## src/rtl/mul_pkg.sv

```systemverilog
// Shared types and constants for the 2x2 block multiply responder.
package mul_pkg;

   typedef enum logic [1:0] {
      S_IDLE = 2'd0,
      S_MUL  = 2'd1,
      S_OUT  = 2'd2
   } state_e;

   // Element index of the 2x2 block; bit 1 is the row, bit 0 the column.
   localparam logic [1:0] EL_UL = 2'd0;
   localparam logic [1:0] EL_UR = 2'd1;
   localparam logic [1:0] EL_DL = 2'd2;
   localparam logic [1:0] EL_DR = 2'd3;

   localparam int unsigned MAC_STEPS = 8;

   // Widest accumulator / result the saturate helper handles.
   localparam int unsigned SAT_AW = 128;
   localparam int unsigned SAT_DW = 64;

   // Clamp a sign-extended accumulator to the signed range of a dw-bit word.
   function automatic logic [SAT_DW-1:0] saturate(input logic signed [SAT_AW-1:0] acc,
                                                  input int unsigned dw);
      logic signed [SAT_AW-1:0] max_v;
      logic signed [SAT_AW-1:0] min_v;
      max_v = (SAT_AW'(1) << (dw - 1)) - SAT_AW'(1);
      min_v = ~max_v;
      if (acc > max_v) begin
         return max_v[SAT_DW-1:0];
      end else if (acc < min_v) begin
         return min_v[SAT_DW-1:0];
      end
      return acc[SAT_DW-1:0];
   endfunction

endpackage

```

## src/rtl/block_mul_2x2_if.sv

```systemverilog
// Block-multiply handshake: A/B block request channel and C tile result channel.
interface block_mul_2x2_if #(
   parameter int unsigned DATA_WIDTH = 32
);
   logic                  in_valid;
   logic                  in_ready;
   logic                  in_first;
   logic                  in_last;
   logic [DATA_WIDTH-1:0] a_ul, a_ur, a_dl, a_dr;
   logic [DATA_WIDTH-1:0] b_ul, b_ur, b_dl, b_dr;
   logic                  res_valid;
   logic                  res_ready;
   logic [DATA_WIDTH-1:0] res_ul, res_ur, res_dl, res_dr;

   // Controller side.
   modport master (
      output in_valid, in_first, in_last,
      output a_ul, a_ur, a_dl, a_dr, b_ul, b_ur, b_dl, b_dr,
      output res_ready,
      input  in_ready, res_valid, res_ul, res_ur, res_dl, res_dr
   );

   // Multiplier side.
   modport slave (
      input  in_valid, in_first, in_last,
      input  a_ul, a_ur, a_dl, a_dr, b_ul, b_ur, b_dl, b_dr,
      input  res_ready,
      output in_ready, res_valid, res_ul, res_ur, res_dl, res_dr
   );
endinterface

```

## src/rtl/mac_unit.sv

```systemverilog
// Shared signed MAC: one DATA_WIDTH x DATA_WIDTH product per cycle added into one
// of four ACC_WIDTH accumulators. Exposes the next-state sums so the caller can
// capture a result on the same edge the last product lands.
module mac_unit #(
   parameter int unsigned DATA_WIDTH = 32,
   parameter int unsigned ACC_WIDTH  = 72
) (
   input  logic                       clk,
   input  logic                       reset,
   input  logic                       clr_i,
   input  logic                       en_i,
   input  logic [1:0]                 el_i,
   input  logic [DATA_WIDTH-1:0]      a_i,
   input  logic [DATA_WIDTH-1:0]      b_i,
   output logic [3:0][ACC_WIDTH-1:0]  acc_next_o
);

   logic signed [2*DATA_WIDTH-1:0] prod;
   logic signed [ACC_WIDTH-1:0]    prod_ext;
   logic [3:0][ACC_WIDTH-1:0]      acc_q, acc_d;

   // Full-width signed product, sign-extended into the accumulator width.
   always_comb begin
      prod     = (2*DATA_WIDTH)'(signed'(a_i)) * (2*DATA_WIDTH)'(signed'(b_i));
      prod_ext = ACC_WIDTH'(prod);
   end

   // Clear on tile start, otherwise add the product into the selected element.
   always_comb begin
      acc_d = acc_q;
      if (clr_i) begin
         acc_d = '0;
      end else if (en_i) begin
         acc_d[el_i] = acc_q[el_i] + prod_ext;
      end
   end

   // Accumulator registers.
   always_ff @(posedge clk or negedge reset) begin
      if (!reset) begin
         acc_q <= '0;
      end else begin
         acc_q <= acc_d;
      end
   end

   assign acc_next_o = acc_d;

endmodule

```

## src/rtl/block_mul_2x2.sv

```systemverilog
// 2x2 block-multiply responder: accepts A/B blocks, accumulates C += A*B over a
// tile with one shared MAC (8 cycles per block), then presents the C tile.
// Optional: define MUL_SATURATE_EN to clamp results to the signed DATA_WIDTH
// range instead of truncating; accumulators behave identically either way.
module block_mul_2x2
   import mul_pkg::*;
#(
   parameter int unsigned DATA_WIDTH = 32,
   parameter int unsigned ACC_WIDTH  = 72
) (
   input logic            clk,
   input logic            reset,
   block_mul_2x2_if.slave bus
);

   state_e                     state_q, state_d;
   logic [2:0]                 k_q, k_d;
   logic [3:0][DATA_WIDTH-1:0] a_q, a_d;
   logic [3:0][DATA_WIDTH-1:0] b_q, b_d;
   logic                       last_q, last_d;
   logic [3:0][DATA_WIDTH-1:0] res_q, res_d;
   logic                       mac_clr, mac_en;
   logic [3:0][ACC_WIDTH-1:0]  acc_next;

   // Reduce an accumulator to the output word (truncate or saturate).
   function automatic logic [DATA_WIDTH-1:0] to_res(input logic [ACC_WIDTH-1:0] acc);
`ifdef MUL_SATURATE_EN
      logic [SAT_DW-1:0] s;
      s = saturate(SAT_AW'(signed'(acc)), DATA_WIDTH);
      return s[DATA_WIDTH-1:0];
`else
      return acc[DATA_WIDTH-1:0];
`endif
   endfunction

   // k[2:1] picks the C element (row, col), k[0] the inner-product term t:
   // C[r][c] += A[r][t] * B[t][c].
   mac_unit #(
      .DATA_WIDTH (DATA_WIDTH),
      .ACC_WIDTH  (ACC_WIDTH)
   ) u_mac (
      .clk        (clk),
      .reset      (reset),
      .clr_i      (mac_clr),
      .en_i       (mac_en),
      .el_i       (k_q[2:1]),
      .a_i        (a_q[{k_q[2], k_q[0]}]),
      .b_i        (b_q[{k_q[0], k_q[1]}]),
      .acc_next_o (acc_next)
   );

   // Next-state logic: accept in IDLE, 8 MAC steps, hold result until taken.
   always_comb begin
      state_d = state_q;
      k_d     = k_q;
      a_d     = a_q;
      b_d     = b_q;
      last_d  = last_q;
      res_d   = res_q;
      mac_clr = 1'b0;
      mac_en  = 1'b0;
      unique case (state_q)
         S_IDLE: begin
            if (bus.in_valid) begin
               a_d     = {bus.a_dr, bus.a_dl, bus.a_ur, bus.a_ul};
               b_d     = {bus.b_dr, bus.b_dl, bus.b_ur, bus.b_ul};
               last_d  = bus.in_last;
               mac_clr = bus.in_first;
               k_d     = 3'd0;
               state_d = S_MUL;
            end
         end
         S_MUL: begin
            mac_en = 1'b1;
            k_d    = k_q + 3'd1;
            if (k_q == 3'(MAC_STEPS - 1)) begin
               if (last_q) begin
                  // Capture from next-state sums so the final product is included.
                  for (int e = 0; e < 4; e++) begin
                     res_d[e] = to_res(acc_next[e]);
                  end
                  state_d = S_OUT;
               end else begin
                  state_d = S_IDLE;
               end
            end
         end
         S_OUT: begin
            if (bus.res_ready) begin
               state_d = S_IDLE;
            end
         end
         default: state_d = S_IDLE;
      endcase
   end

   // State, operand and result registers.
   always_ff @(posedge clk or negedge reset) begin
      if (!reset) begin
         state_q <= S_IDLE;
         k_q     <= 3'd0;
         a_q     <= '0;
         b_q     <= '0;
         last_q  <= 1'b0;
         res_q   <= '0;
      end else begin
         state_q <= state_d;
         k_q     <= k_d;
         a_q     <= a_d;
         b_q     <= b_d;
         last_q  <= last_d;
         res_q   <= res_d;
      end
   end

   assign bus.in_ready  = (state_q == S_IDLE);
   assign bus.res_valid = (state_q == S_OUT);
   assign bus.res_ul    = res_q[EL_UL];
   assign bus.res_ur    = res_q[EL_UR];
   assign bus.res_dl    = res_q[EL_DL];
   assign bus.res_dr    = res_q[EL_DR];

endmodule

```

## src/flat_wrapper.sv

```systemverilog
// flat-port wrapper written by rule: the top's interface ports become plain ports
module block_mul_2x2_flat import mul_pkg::*;
#(
   parameter int unsigned DATA_WIDTH = 32,
   parameter int unsigned ACC_WIDTH  = 72
)
  (clk, reset, bus_in_valid, bus_in_first, bus_in_last, bus_a_ul, bus_a_ur, bus_a_dl, bus_a_dr, bus_b_ul, bus_b_ur, bus_b_dl, bus_b_dr, bus_res_ready, bus_in_ready, bus_res_valid, bus_res_ul, bus_res_ur, bus_res_dl, bus_res_dr);
  block_mul_2x2_if #(.DATA_WIDTH(DATA_WIDTH)) bus_i ();
  input logic clk;
  input logic reset;
  input wire logic [$bits(bus_i.in_valid)-1:0] bus_in_valid;
  input wire logic [$bits(bus_i.in_first)-1:0] bus_in_first;
  input wire logic [$bits(bus_i.in_last)-1:0] bus_in_last;
  input wire logic [$bits(bus_i.a_ul)-1:0] bus_a_ul;
  input wire logic [$bits(bus_i.a_ur)-1:0] bus_a_ur;
  input wire logic [$bits(bus_i.a_dl)-1:0] bus_a_dl;
  input wire logic [$bits(bus_i.a_dr)-1:0] bus_a_dr;
  input wire logic [$bits(bus_i.b_ul)-1:0] bus_b_ul;
  input wire logic [$bits(bus_i.b_ur)-1:0] bus_b_ur;
  input wire logic [$bits(bus_i.b_dl)-1:0] bus_b_dl;
  input wire logic [$bits(bus_i.b_dr)-1:0] bus_b_dr;
  input wire logic [$bits(bus_i.res_ready)-1:0] bus_res_ready;
  output wire logic [$bits(bus_i.in_ready)-1:0] bus_in_ready;
  output wire logic [$bits(bus_i.res_valid)-1:0] bus_res_valid;
  output wire logic [$bits(bus_i.res_ul)-1:0] bus_res_ul;
  output wire logic [$bits(bus_i.res_ur)-1:0] bus_res_ur;
  output wire logic [$bits(bus_i.res_dl)-1:0] bus_res_dl;
  output wire logic [$bits(bus_i.res_dr)-1:0] bus_res_dr;
  assign bus_i.in_valid = bus_in_valid;
  assign bus_i.in_first = bus_in_first;
  assign bus_i.in_last = bus_in_last;
  assign bus_i.a_ul = bus_a_ul;
  assign bus_i.a_ur = bus_a_ur;
  assign bus_i.a_dl = bus_a_dl;
  assign bus_i.a_dr = bus_a_dr;
  assign bus_i.b_ul = bus_b_ul;
  assign bus_i.b_ur = bus_b_ur;
  assign bus_i.b_dl = bus_b_dl;
  assign bus_i.b_dr = bus_b_dr;
  assign bus_i.res_ready = bus_res_ready;
  assign bus_in_ready = bus_i.in_ready;
  assign bus_res_valid = bus_i.res_valid;
  assign bus_res_ul = bus_i.res_ul;
  assign bus_res_ur = bus_i.res_ur;
  assign bus_res_dl = bus_i.res_dl;
  assign bus_res_dr = bus_i.res_dr;
  block_mul_2x2 #(.DATA_WIDTH(DATA_WIDTH), .ACC_WIDTH(ACC_WIDTH)) u_core (.clk(clk), .reset(reset), .bus(bus_i));
endmodule
```

## config.mk

```make
export PLATFORM = sky130hd
export DESIGN_NAME = block_mul_2x2_flat
export DESIGN_NICKNAME = d
export VERILOG_FILES = /design/src/rtl/mul_pkg.sv /design/src/rtl/block_mul_2x2_if.sv /design/src/rtl/mac_unit.sv /design/src/rtl/block_mul_2x2.sv /design/src/flat_wrapper.sv
export SDC_FILE = /design/constraint.sdc
export NUM_CORES = 2
export LEC_CHECK = 0
export BUFFER_PORTS_ARGS = -buffer_cell sky130_fd_sc_hd__buf_2
export CAP_MARGIN = 25
export CORE_MARGIN = 2
export CORE_UTILIZATION = 45
export DETAILED_ROUTE_END_ITERATION = 10
export GPL_TIMING_DRIVEN = 0
export HOLD_SLACK_MARGIN = 0.08
export PLACE_DENSITY_LB_ADDON = 0.12
export SYNTH_ARGS = -nofsm -noshare
export SYNTH_HDL_FRONTEND = slang
export SYNTH_SLANG_ARGS = --single-unit
export TNS_END_PERCENT = 1
```

## constraint.sdc

```tcl
create_clock -name clk -period 34.7 [get_ports clk]
set_clock_uncertainty 0.05 [all_clocks]
set_input_delay 3.47 -clock clk [delete_from_list [all_inputs] [get_ports clk]]
set_output_delay 3.47 -clock clk [all_outputs]
set_load 0.005 [all_outputs]
```

[Yosys cells after proc, flatten, opt, wreduce, memory -nomap -nowiden]
Cells that the tools add are included.
Storage, ports and cells
  input port bits: 262
  flip-flop bits (word level): 678
  output and inout port bits: 130
  word-level logic and storage cells: 65
Operators by class
  add/subtract/negate cells: 2
  multipliers: 1
  reduce and logical (&&, ||, !) cells: 8
  muxes and demuxes: 21
  magnitude comparators: 4
  equality and inequality tests: 6
Operators with widths (number)
  $mux 288: 2
  $bwmux 288: 1
  $bmux 72 s2: 1
  $demux 72 s2: 1
  $mux 72: 2
  $bmux 32 s2: 2
  $add 72x72->72: 1
  $mul 32x32->64: 1
  $mux 32: 2
  $lt 2x3->1 const B: 3
  $mux 2: 4
  $pmux 2 s3: 1
  $pmux 3 s2: 1
  $reduce_and 3->1: 2
  $ne 2x2->1 const B: 2
  $reduce_and 2->1: 2
  $reduce_bool 2->1: 2
  $add 3x1->3 const B: 1
  $eq 3x3->1 const B: 1
  $mux 1: 3
  $mux 3: 1
  $eq 2x1->1 const B: 1
  $eq 2x2->1 const B: 1
  $ge 2x1->1 const B: 1
  other kinds (3): 3

[Logic depth before layout (Yosys ltp)]
  word-level depth: 7
  mapped depth: 48
  mapped depth without buffers: 41

[Cells and area by module]
From an unflattened synthesis, not the netlist that was laid out.
Unflattened totals
  cells, all modules: 6793
  area, all modules: 69805.7 µm²
Modules (own cells, without submodules)
  mac_unit: cells an instance 5879, area an instance 53780.3 µm², seq. area each 7206.9 µm², times used 1
  block_mul_2x2: cells an instance 914, area an instance 16025.4 µm², seq. area each 9759.4 µm², times used 1

[Least setup slack after synthesis]
OpenSTA, ideal clock, no wires.
  path kind: flip-flop to flip-flop
  from: register u_core.k_q[0]
  to: register u_core.u_mac.acc_q[246] (netlist bit)
  required time: 34529 ps
  slack: 23617 ps
  path buffers: 8
  arrival time: 10912 ps
  period minus slack after synthesis: 11083 ps
  cell stages (with the launch flop): 47
  setup time: 121 ps
  cells stage by stage: dfrtp_1 -> buf_6 -> buf_6 -> buf_4 -> buf_6 -> buf_1 -> buf_2 -> buf_1 -> nand2_1 -> o21ai_1 -> clkbuf_1 -> nor2_1 -> fa_1 -> fa_1 -> fa_1 -> inv_1 -> fa_1 -> inv_1 -> [... 11 more ...] -> o22ai_1 -> o21bai_1 -> a21oi_1 -> nor2b_1 -> or2_2 -> a21oi_1 -> xnor2_1 -> ha_1 -> a21o_1 -> a21o_1 -> a21oi_1 -> a21boi_0 -> o21ai_0 -> a31oi_1 -> a31o_2 -> or2_2 -> and3_1 -> a22o_1
RTL lines
  from (decl): line block_mul_2x2.sv:17  | logic [2:0] k_q, k_d;
  from (signal assigned): line block_mul_2x2.sv:108  | k_q <= k_d;
  to (signal assigned): line mac_unit.sv:41  | acc_q <= '0;
  to (signal assigned): line mac_unit.sv:43  | acc_q <= acc_d;
  to (decl): line mac_unit.sv:20  | logic [3:0][ACC_WIDTH-1:0] acc_q, acc_d;

==> impl_metrics.py <==
metrics = {
    "floorplan": {
        "core_sq_um": 88500,
        "io_pins": 392,
        "initial_core_util": 0.454,
        "die_height_microns": 303,
        "rows": 109,
        "die_w_microns": 303,
        "dieArea_sq_um": 91700,
    },
    "setup_path": {
        "ff2ff_setup_slack_ns": 20.89,
        "crit_path_end_kind": "register",
        "cp.required_ns": 35.17,
        "critPathMaxStageDelay_ns": 0.83,
        "critPathSlowestCell": "clkbuf_1",
        "critical_path.most_common_cell": "fa_1",
        "startpoint_type": "register",
        "crit_fanout": 10,
        "critPathKind": "register to register",
        "arrival_ns": 14.27,
    },
    "finish": {
        "num-nets-final": 5059,
        "syn2layout_area_growth_pct": 14.1,
        "layout_common_cells": "inv_1, dfrtp_1, nand2_1",
        "final_area_sq_um": 45900,
        "layout_commonest_cell": "inv_1",
        "drive_above_1_share": 0.238,
    },
    "place": {
        "place_area_sq_um": 43900,
        "gp_congestion": 0.910,
        "portBuffers": 391,
        "hpwl_microns": 103000,
    },
    "detailed_routing": {
        "routed_wirelength_microns": 128000,
        "wl_per_cell_microns": 23.7,
        "via_per_inst": 5.41,
        "drtIter0Drc": 2045,
        "num_vias": 29400,
        "drc": 8,
        "drt_pre_antenna_iters": 11,
        "antenna_left": 0,
    },
    "sta": {
        "rsz0062_at_grt": "false",
        "period_needed_ns": 13.81,
        "final_max_slew_viol_count": 0,
        "final_hold_viol_count": 0,
        "finalCritPeriodShare": 0.398,
        "worstMarginPinSlew_ns": 1.08,
        "finalSetupViolations": 0,
        "fin_tns_setup_ns": 0,
        "fmax_ghz": 0.0724,
        "slew_headroom": 0.272,
    },
    "cts": {
        "cts_resized": 0,
        "tritoncts": "done",
        "post_cts_buffers": 0,
        "numCtsBuffers": 58,
        "root_buffer": "clkbuf_16",
        "postCtsHoldBufs": 0,
        "clock_latency_ns": 0.64,
        "clk_path_buf_depth": 3,
        "cts.clk_slew.worst_paths_ns": 0.06,
        "htree_levels": 2,
        "cts_sinks": 518,
    },
    "yosys": {
        "syn_inst": 3735,
        "synthMuxAreaShare": 0.176,
        "synthAdderAreaFrac": 0.261,
        "synth_ff_type": "dfrtp_1",
        "synth_async_sr_flop_share": 1.00,
        "synth-simple-area-share": 0.0966,
        "netlist-cell-type-count": 60,
        "yosysWarnings": 0,
        "synth_top_family_by_area": "adder cells",
        "ys_seq_area_frac": 0.323,
        "ys_ff_latch": 518,
        "avgSynthCellArea_sq_um": 10.8,
        "syn-num-nets": 4589,
        "synth_edf_count": 0,
        "netlist_area_sq_um": 40200,
        "synth-compound-area-share": 0.0480,
        "synth_xor_area_frac": 0.0261,
    },
    "global_route": {
        "overflow": 0,
        "grt_pass1_vias": 30600,
        "antenna_found_initial": 20,
        "grt_use_total": 0.286,
        "grt_max_degree": 119,
        "grt_pass1_wl_microns": 193000,
    },
    "worst_hold_path": {
        "hold_class": "register to register",
    },
    "job": {
        "maxCapViolCount": 0,
    },
    "status": {
        "violations": "design-rule violations",
        "outcome": "finished, violations left",
    },
}
-- metrics by stage --
stage | util | setup slack (ns) | hold slack [ns] | cells
2_1_floorplan | - | 23.62 | 0.420 | 3735
3_3_place_gp | 0.493 | 18.78 | 0.409 | 5291
3_5_place_dp | 0.496 | 21.02 | 0.417 | 5308
4_1_cts | 0.518 | 20.97 | 0.432 | 5413
5_1_grt | 0.518 | 20.34 | 0.455 | 5423
6_report | 0.518 | 20.89 | 0.424 | 5424
-- cell families (layout without fill, tap and decap cells) --
logic type / after synthesis / count (layout)
simple gates: 936 / 936
mux: 538 / 538
fa+ha+maj: 592 / 592
xor+xnor: 115 / 115
other cells: 0 / 9
buf+inv: 708 / 1223
compound gates: 328 / 328
flops: 518 / 518
-- final timing paths --
check,startpoint,cells past startpoint,end
max,u_core.k_q[1]$_DFFE_PN0P_,45,u_core.u_mac.acc_q[246]$_DFF_PN0_
min,u_core.bus.res_dr[26]$_DFFE_PN0P_,2,u_core.bus.res_dr[26]$_DFFE_PN0P_
max reg2reg,u_core.k_q[1]$_DFFE_PN0P_,45,u_core.u_mac.acc_q[246]$_DFF_PN0_
min reg2reg,u_core.bus.res_dr[26]$_DFFE_PN0P_,2,u_core.bus.res_dr[26]$_DFFE_PN0P_
max in group asynchronous,reset,4,u_core.bus.res_ul[26]$_DFFE_PN0P_
min in group asynchronous,reset,1,u_core.a_q[125]$_DFFE_PN0P_
-- flip-flops by register name (all words and copies together), names as in the netlist --
signal / cells
u_core.last_q: 1
u_core.a_q: 128
u_core.bus.res_dl: 32
u_core.state_q: 2
u_core.bus.res_ur: 32
u_core.bus.res_ul: 32
u_core.u_mac.acc_q: 128
u_core.b_q: 128
u_core.bus.res_dr: 32
u_core.k_q: 3
-- metal layers --
metal  wire length [microns]  global-route usage  vias to the layer above
li1                        -                   -                    13000
met1                   54800               0.397                    15200
met2                   59500               0.450                      997
met3                   10400              0.0670                      213
met4                    3540              0.0795                       20
met5                     120                   0                        -
-- cell usage after synthesis (all sizes together), types with 14 or more instances --
library cell	n	area [sq um]
clkbuf	139	532
a211oi	23	173
inv	530	1990
nor2	300	1130
xnor2	93	822
buf	39	300
dfrtp	518	13000
a21oi	125	626
mux2i	71	773
and3	14	87.6
a31oi	14	87.6
o21ai	87	435
and2	78	488
ha	183	2290
mux2	376	4230
fa	409	8190
a21o	34	255
xor2	21	206
nand2	493	1870
mux4	91	2060
-- final cells by class --
cell class	instances	area [sq um]
Clock inverter	15	203
Clock buffer	90	1770
Fill cell	8112	42600
Timing Repair Buffer	410	2230
Tap cell	1165	1460
Sequential cell	518	13000
Buffer	178	832
Inverter	530	1990
Multi-Input combinational cell	2509	24400
Antenna cell	9	22.5
-- critical path, delay by kind of cell, from the launching register on --
| family | cells | cell delay, ns |
|---|---|---|
| buf+inv | 13 | 3.10 |
| simple gates | 6 | 1.16 |
| flops | 1 | 0.47 |
| fa+ha+maj | 10 | 4.82 |
| mux | 1 | 0.42 |
| xor+xnor | 1 | 0.09 |
| compound gates | 14 | 3.50 |
Power is not shown: default switching activity piles up to over one toggle a cycle in this logic, so the estimate is an artifact.
